### src/rtl/spi_alu_pwm_ctrl.sv
// SPI-loaded 4-function ALU with flag readback over MISO and a PWM output
// whose duty cycle follows the last committed result.
module spi_alu_pwm_ctrl #(
   parameter int W = 4
) (
   input  logic         clk,
   input  logic         rst,
   input  logic         SCLK,
   input  logic         MOSI,
   input  logic         SS,
   output logic         MISO,
   output logic [W-1:0] result,
   output logic         N,
   output logic         Z,
   output logic         C,
   output logic         V,
   output logic         result_valid,
   output logic         frame_err,
   output logic         velocidad
);

   localparam int FRAME = 2*W + 2;
   localparam int CW    = $clog2(FRAME + 2);
   localparam int RBW   = W + 4;

   localparam logic [1:0] IDLE  = 2'd0;
   localparam logic [1:0] SHIFT = 2'd1;
   localparam logic [1:0] EXEC  = 2'd2;

   localparam logic [CW-1:0] CNT_FULL = CW'(FRAME);
   localparam logic [CW-1:0] CNT_SAT  = CW'(FRAME + 1);
   localparam logic [W-1:0]  PWM_LAST = {{(W-1){1'b1}}, 1'b0};

   logic sclk_s1, sclk_s2, sclk_d;
   logic mosi_s1, mosi_s2;
   logic ss_s1, ss_s2, ss_d;
   logic [1:0] warm;
   logic armed;
   logic sclk_rise, sclk_fall, ss_fall, ss_rise;

   logic [1:0]       state;
   logic [FRAME-1:0] shreg;
   logic [CW-1:0]    bit_cnt;
   logic [RBW-1:0]   rb;

   logic [W-1:0] a_op, b_op, alu_r;
   logic [1:0]   sel;
   logic [W:0]   sum, diff;
   logic         alu_c, alu_v;

   logic [W-1:0] pwm_cnt, duty;

   always_ff @(posedge clk or posedge rst) begin
      if (rst) begin
         sclk_s1 <= 1'b0;
         sclk_s2 <= 1'b0;
         sclk_d  <= 1'b0;
         mosi_s1 <= 1'b0;
         mosi_s2 <= 1'b0;
         ss_s1   <= 1'b1;
         ss_s2   <= 1'b1;
         ss_d    <= 1'b1;
      end else begin
         sclk_s1 <= SCLK;
         sclk_s2 <= sclk_s1;
         sclk_d  <= sclk_s2;
         mosi_s1 <= MOSI;
         mosi_s2 <= mosi_s1;
         ss_s1   <= SS;
         ss_s2   <= ss_s1;
         ss_d    <= ss_s2;
      end
   end

   // Frames are only accepted once a genuine SS-high has been seen after reset,
   // so an SS held low across reset release cannot start a frame.
   always_ff @(posedge clk or posedge rst) begin
      if (rst) begin
         warm  <= 2'd0;
         armed <= 1'b0;
      end else begin
         if (warm != 2'd2) warm <= warm + 2'd1;
         if (warm == 2'd2 && ss_s2) armed <= 1'b1;
      end
   end

   assign sclk_rise = sclk_s2 & ~sclk_d;
   assign sclk_fall = ~sclk_s2 & sclk_d;
   assign ss_fall   = ss_d & ~ss_s2 & armed;
   assign ss_rise   = ~ss_d & ss_s2;

   assign a_op = shreg[FRAME-1 -: W];
   assign b_op = shreg[FRAME-1-W -: W];
   assign sel  = shreg[1:0];
   assign sum  = {1'b0, a_op} + {1'b0, b_op};
   assign diff = {1'b0, a_op} - {1'b0, b_op};

   always_comb begin
      alu_r = '0;
      alu_c = 1'b0;
      alu_v = 1'b0;
      case (sel)
         2'b00: begin
            alu_r = sum[W-1:0];
            alu_c = sum[W];
            alu_v = (a_op[W-1] == b_op[W-1]) && (sum[W-1] != a_op[W-1]);
         end
         2'b01: begin
            alu_r = diff[W-1:0];
            alu_c = ~diff[W];
            alu_v = (a_op[W-1] != b_op[W-1]) && (diff[W-1] != a_op[W-1]);
         end
         2'b10:   alu_r = a_op & b_op;
         default: alu_r = a_op | b_op;
      endcase
   end

   // A shift and a frame close in the same cycle both take effect: the last
   // bit lands in shreg before EXEC reads it.
   always_ff @(posedge clk or posedge rst) begin
      if (rst) begin
         state        <= IDLE;
         shreg        <= '0;
         bit_cnt      <= '0;
         rb           <= '0;
         result       <= '0;
         N            <= 1'b0;
         Z            <= 1'b1;
         C            <= 1'b0;
         V            <= 1'b0;
         result_valid <= 1'b0;
         frame_err    <= 1'b0;
      end else begin
         result_valid <= 1'b0;
         frame_err    <= 1'b0;
         case (state)
            IDLE: begin
               if (ss_fall) begin
                  state   <= SHIFT;
                  shreg   <= '0;
                  bit_cnt <= '0;
                  rb      <= {result, N, Z, C, V};
               end
            end
            SHIFT: begin
               if (sclk_rise) begin
                  shreg <= {shreg[FRAME-2:0], mosi_s2};
                  if (bit_cnt != CNT_SAT) bit_cnt <= bit_cnt + CW'(1);
               end
               if (sclk_fall) rb <= {rb[RBW-2:0], 1'b0};
               if (ss_rise) state <= EXEC;
            end
            EXEC: begin
               state <= IDLE;
               if (bit_cnt == CNT_FULL) begin
                  result       <= alu_r;
                  N            <= alu_r[W-1];
                  Z            <= (alu_r == '0);
                  C            <= alu_c;
                  V            <= alu_v;
                  result_valid <= 1'b1;
               end else begin
                  frame_err <= 1'b1;
               end
            end
            default: state <= IDLE;
         endcase
      end
   end

   assign MISO = (state == SHIFT) & rb[RBW-1];

   // Duty is latched only at the counter wrap so each period is whole.
   always_ff @(posedge clk or posedge rst) begin
      if (rst) begin
         pwm_cnt   <= '0;
         duty      <= '0;
         velocidad <= 1'b0;
      end else begin
         if (pwm_cnt == PWM_LAST) begin
            pwm_cnt <= '0;
            duty    <= result;
         end else begin
            pwm_cnt <= pwm_cnt + W'(1);
         end
         velocidad <= (pwm_cnt < duty);
      end
   end

endmodule

### config.mk
export PLATFORM = sky130hd
export DESIGN_NAME = spi_alu_pwm_ctrl
export DESIGN_NICKNAME = d
export VERILOG_FILES = /design/src/rtl/spi_alu_pwm_ctrl.sv
export SDC_FILE = /design/constraint.sdc
export NUM_CORES = 1
export LEC_CHECK = 0
export BUFFER_PORTS_ARGS = -buffer_cell sky130_fd_sc_hd__buf_4
export CAP_MARGIN = 40
export CORE_UTILIZATION = 45
export DETAILED_ROUTE_END_ITERATION = 8
export GPL_ROUTABILITY_DRIVEN = 1
export GPL_TIMING_DRIVEN = 0
export PLACE_DENSITY = 0.64
export SLEW_MARGIN = 10
export SYNTH_ARGS = -nofsm -noshare
export SYNTH_HDL_FRONTEND = slang
export SYNTH_SLANG_ARGS = --single-unit
### constraint.sdc
create_clock -name clk -period 2.2 [get_ports clk]
set_input_delay 0.11 -clock clk [delete_from_list [all_inputs] [get_ports clk]]
set_output_delay 0.11 -clock clk [all_outputs]
set_load 0.01 [all_outputs]
== After elaboration in Yosys (flattened, before gate mapping) ==
Cells that the tools add are included.

* Register bits after elaboration: 54
* Input bits: 5
* Output and inout bits: 12
* Logic and storage cells: 94

* $add $sub $neg: 5
* $lt $le $gt $ge: 1
* Equal/unequal tests: 18
* Mux-type cells: 21
* Bitwise logic cells: 13
* Reduce and logical (&&, ||, !) cells: 12

{| class="wikitable"
|+ Operators by type and width
! operator !! count
|-
| $mux W10 || 2
|-
| $pmux W10 S2 || 1
|-
| $mux W4 || 4
|-
| $mux W8 || 2
|-
| $pmux W8 S2 || 1
|-
| $ne A2 B2 Y1 const B || 6
|-
| $pmux W4 S3 || 1
|-
| $add A4 B1 Y4 const B || 2
|-
| $eq A4 B4 Y1 const B || 2
|-
| $pmux W4 S2 || 1
|-
| $and A1 B1 Y1 || 6
|-
| $eq A2 B2 Y1 const B || 3
|-
| $reduce_and A3 Y1 || 2
|-
| $add A4 B4 Y5 || 1
|-
| $not A1 Y1 || 5
|-
| $sub A4 B4 Y5 || 1
|-
| $and A4 B4 Y4 || 1
|-
| $eq A2 B1 Y1 const B || 2
|-
| $logic_not A2 Y1 || 2
|-
| $logic_not A4 Y1 || 1
|-
| $lt A4 B4 Y1 || 1
|-
| $mux W1 || 4
|-
| $mux W2 || 2
|-
| $ne A4 B4 Y1 const B || 1
|-
| other kinds (10) || 16
|}

== Logic depth before layout (Yosys ltp) ==
* Depth in word-level cells: 5
* Depth in mapped cells: 8
* Depth with buffers taken out: 8

== Least setup slack after synthesis ==
OpenSTA, ideal clock, no wires.

* Path type: register to register
* Start point: register shreg[2]
* End point: register Z
* Library setup time: 84 ps
* Arrival: 1,711 ps
* Data required time: 2,116 ps
* Path slack: 405 ps
* Cell stages (with the launch flop): 7
* Buffers on the path: 0
* Period minus slack after synthesis: 1,795 ps
* Cells stage by stage: dfrtp_1 ha_1 fa_1 inv_1 mux4_2 nand3_1 o21ai_0

* Cells in the longest elaborated chain, start to end: 3
* Elaborated cells on any way between the ends: 6
* Classes of those cells: add/sub: 2; mux: 1; bitwise: 2; reduce/logical: 1

{| class="wikitable"
|+ Ends and longest elaborated chain
! item !! line !! text
|-
| start: declaration || 42 || <nowiki>logic [FRAME-1:0] shreg;</nowiki>
|-
| start signal: assignment || 147 || <nowiki>shreg <= {shreg[FRAME-2:0], mosi_s2};</nowiki>
|-
| $sub A4 B4 Y5 (tied with other cells) || 96 || <nowiki>assign diff = {1'b0, a_op} - {1'b0, b_op};</nowiki>
|-
| $pmux W4 S3 * || 102 || <nowiki>case (sel)</nowiki>
|-
| $logic_not A4 Y1 * || 158 || <nowiki>Z <= (alu_r == '0);</nowiki>
|-
| end signal: assignment || 158 ||
|-
| end: declaration || 14 || <nowiki>output logic Z,</nowiki>
|}

Mark *: on every way between the ends. The rest lies on a longest branch, timed or not.
A chain may end at the register's enable or synchronous reset.

== Worst setup path after layout ==
* Start point: register shreg[3]
* End point: register result[3]

* Cells in the longest elaborated chain, start to end: 2
* Elaborated cells on any way between the ends: 3
* Classes of those cells: add/sub: 2; mux: 1

{| class="wikitable"
|+ Ends and longest elaborated chain
! item !! line !! text
|-
| $sub A4 B4 Y5 or $add A4 B4 Y5 (tied branches) || 96, 95 ||
|-
| $pmux W4 S3 * || 102 ||
|-
| end signal: assignment || 156 || <nowiki>result <= alu_r;</nowiki>
|-
| end: declaration || 12 || <nowiki>output logic [W-1:0] result,</nowiki>
|}

Marks and branches as above.

==> results by group <==
Routing
  – Remaining DRCs: 0
  – Vias: around 1800
  – Drt first pass iters: 4
  – Total Wirelength: about 4700 µm
  – WL per Instance: around 13 µm
  – 1st-iter DRT viols: roughly 60
  – Vias per cell: ~5
  – ANT nets after route: 0

Synthesis
  – Register bit total from synthesis: 53
  – Post-synth EDFFs: 0
  – Post-synthesis cell type count: 45
  – Cells after synthesis: about 250
  – Mean area per synthesized cell: 10.7 µm²
  – Top FF cell, synth: dfrtp_1
  – Ys async rst share: 1.00
  – Mapped Area: roughly 0.0027 mm²
  – Synth warnings: 0
  – Seq/Total Area, Yosys: 0.496
  – Syn nets: around 280

Clock tree
  – Worst-Skew Late Latency: 0.31 ns
  – Clk slew on worst S/H paths: 0.10 ns
  – H-tree levels: 2
  – Clk root buf: clkbuf_8
  – CTS sink count: 53
  – Clock tree buffer depth: 2
  – CTS tree: built
  – Total CTS buffers: 5

Finish
  – Area Overhead vs Synth: 13.3%
  – Fillers: around 510
  – Most frequent cells in the layout: dfrtp_1, nand2_1, inv_1, ha_1
  – Layout cells sized above 1: 0.196
  – Commonest non-fill, non-tap cell in the layout: dfrtp_1
  – N_diodes: 0
  – NumNets Final: around 300
  – Fin area: a little over 0.003 mm²
  – Fin util: 0.539

Worst setup path
  – Req. time, crit path: approximately 2.5 ns
  – Most used cell, CP: mux2i_1
  – Highest-delay cell along the critical path: dfrtp_1
  – CP endpoint kind: register
  – Largest fanout on the critical path: 5
  – CP bufs+invs: 1
  – Crit Path Class: reg -> reg
  – Startpoint Class: register
  – CP top delay family: compound AO/OA/AOI/OAI gates
  – CP peak stage delay: around 0.48 ns
  – Crit-path cells: inv_1 > ha_1 > a21o_1 > a21oi_1 > mux2i_1 > mux2i_1 > o21a_1
  – WP data arrival: between 2 and 2.5 ns

Die
  – Die Wd: around 79 µm
  – # rows: 27
  – Core box area: ~0.0056 mm²
  – Initial Util: 0.475
  – Die H: slightly below 80 µm
  – Die area: 0.00627 mm²
  – I/O pin count: 17

Pwr
  – Clock Power Share: 0.262
  – Maximum vdd drop: approximately 0.36 mV
  – Combinational share of power: 0.187
  – Power Dens Cells: between 600 and 700 mW/mm²
  – Pwr Total: approximately 2.1 mW
  – Power Internal: about 1.5 mW
  – Sequential Power Share: 0.551
  – Sw Ratio: 0.298
  – Leak: around 1.4 nW
  – Sw power: roughly 630 µW

Timing
  – Final Setup Violations: 0
  – Crit path time final: slightly below 2 ns
  – Final Hold Viols: 0
  – Fin crit share: 0.887
  – Hold WS: 0.353 ns
  – Worst slew margin: 0.624
  – RSZ-0062 raised after global routing: false
  – Worst slew pin tran: 0.564 ns
  – Sum of negative setup slack: 0 ns
  – Fmax: around 510 MHz
  – Skew final: between 0.01 and 0.015 ns
  – Final Max Tran Viols: 0

Placed design
  – Final HPWL DP: 3530 µm
  – GP Congestion: 0.814
  – Cell Area, Placed: around 0.0029 mm²
  – Number of port buffers: 16

Global routing
  – Number of global-route vias before repair: approximately 1800
  – Gr usage total: 0.170
  – Initial antenna violation count: 0
  – First-pass GRT wire length: about 8300 µm
  – Grt total ovfl: 0
  – Maximum number of pins on one net before global-route repair: 29

Min path
  – Hold Crit Class: reg -> reg

Run status
  – Run status: completed

Job
  – Max-cap violations: 0
per-layer routing:
layer | part of all wire | wire length [µm] | vias to the layer above | GRT usage
met5 | 0 | 0 | - | 0
met4 | 0.012 | 55 | 0 | 0.0491
met3 | 0.024 | 115 | 5 | 0.0345
met2 | 0.47 | 2220 | 18 | 0.284
met1 | 0.50 | 2350 | 849 | 0.221
li1 | - | - | 905 | -
layout make-up:
class	count	area (µm²)	area share
Buffer	10	73.8	0.0243
Clock buffer	6	72.6	0.0239
Clock inverter	2	13.8	0.00453
Inverter	19	71.3	0.0235
Multi-Input combinational cell	169	1210	0.397
Sequential cell	53	1330	0.438
Tap cell	72	90.1	0.0296
Timing Repair Buffer	21	180	0.0593
cell families after synthesis:
kind of cell,Yosys count,synth area share
simple gates,80,0.146
fa+ha+maj,20,0.0989
mux,11,0.0480
xor+xnor,6,0.0196
flops,53,0.496
buf+inv,29,0.0541
compound gates,52,0.137
synthesized netlist by cell type, types with 2 or more instances:
master | n | share of area
o22ai_2 | 7 | 0.033
a21o_1 | 6 | 0.017
o31ai_1 | 2 | 0.0056
a31oi_1 | 6 | 0.014
ha_1 | 18 | 0.084
buf_2 | 5 | 0.0093
and2_1 | 2 | 0.0047
inv_1 | 19 | 0.027
xor2_1 | 2 | 0.0065
fa_1 | 2 | 0.015
dfrtp_1 | 49 | 0.46
nor2b_1 | 2 | 0.0047
mux2_2 | 5 | 0.021
nor3b_1 | 2 | 0.0056
nand2_1 | 38 | 0.053
nand2b_1 | 6 | 0.014
mux2i_1 | 5 | 0.019
dfstp_2 | 4 | 0.039
nor3_1 | 2 | 0.0037
xnor2_1 | 4 | 0.013
a21oi_1 | 9 | 0.017
nand3_1 | 3 | 0.0056
nor2_1 | 17 | 0.024
o21ai_0 | 13 | 0.024
buf_6 | 2 | 0.0084
nand4b_1 | 2 | 0.0065
path summary, 6_finish.rpt:
check	start	cells after the start	end	slack, ns
max	shreg[3]$_DFFE_PP0P_	7	result[3]$_DFFE_PP0P_	0.25
min	ss_s1$_DFF_PP1_	0	ss_s2$_DFF_PP1_	0.35
max reg2reg	shreg[3]$_DFFE_PP0P_	7	result[3]$_DFFE_PP0P_	0.25
min reg2reg	ss_s1$_DFF_PP1_	0	ss_s2$_DFF_PP1_	0.35
max in group asynchronous	rst	4	Z$_DFFE_PP1P_	1.16
min in group asynchronous	rst	3	warm[0]$_DFFE_PP0P_	0.41
state kept, by name, summed over array words and instances (netlist names), 2 cells and up:
name / cells
pwm_cnt: 4
bit_cnt: 4
warm: 2
shreg: 10
result: 4
rb: 8
duty: 4
state: 2
worst reg2reg max path: cells and delay by family, from the launching register on:
kind | cells | cell delay (ns)
AOI/OAI and AO/OA | 3 | 0.57
DFF | 1 | 0.48
muxes | 2 | 0.38
adders and majority gates | 1 | 0.34
buffers and inverters | 1 | 0.14
power by group through the flow:
stage	Combinational [mW]	Clock, mW	Sequential (mW)
global route	0.455	0.604	1.18
detailed placement	0.396	0	1.19
finish	0.397	0.554	1.17
CTS	0.402	0.572	1.17
floorplan	0.310	0	1.16
global placement	0.384	0	1.18
repair_timing:
action                                 in CTS  in global routing
endpoints found under the hold margin      25                  0
hold buffers                                4                  0
gates resized for setup                     0                  0
buffers inserted                            0                  0
metrics by stage:
| step | std cells | setup slack, ns |
|---|---|---|
| after global placement | 339 | 0.0888 |
| after detailed placement | 340 | 0.284 |
| after floorplan | 251 | 0.405 |
| after global routing | 352 | 0.0580 |
| final | 352 | 0.249 |
| after CTS | 352 | 0.246 |
Note: power is estimated with default switching activity, not from simulation.
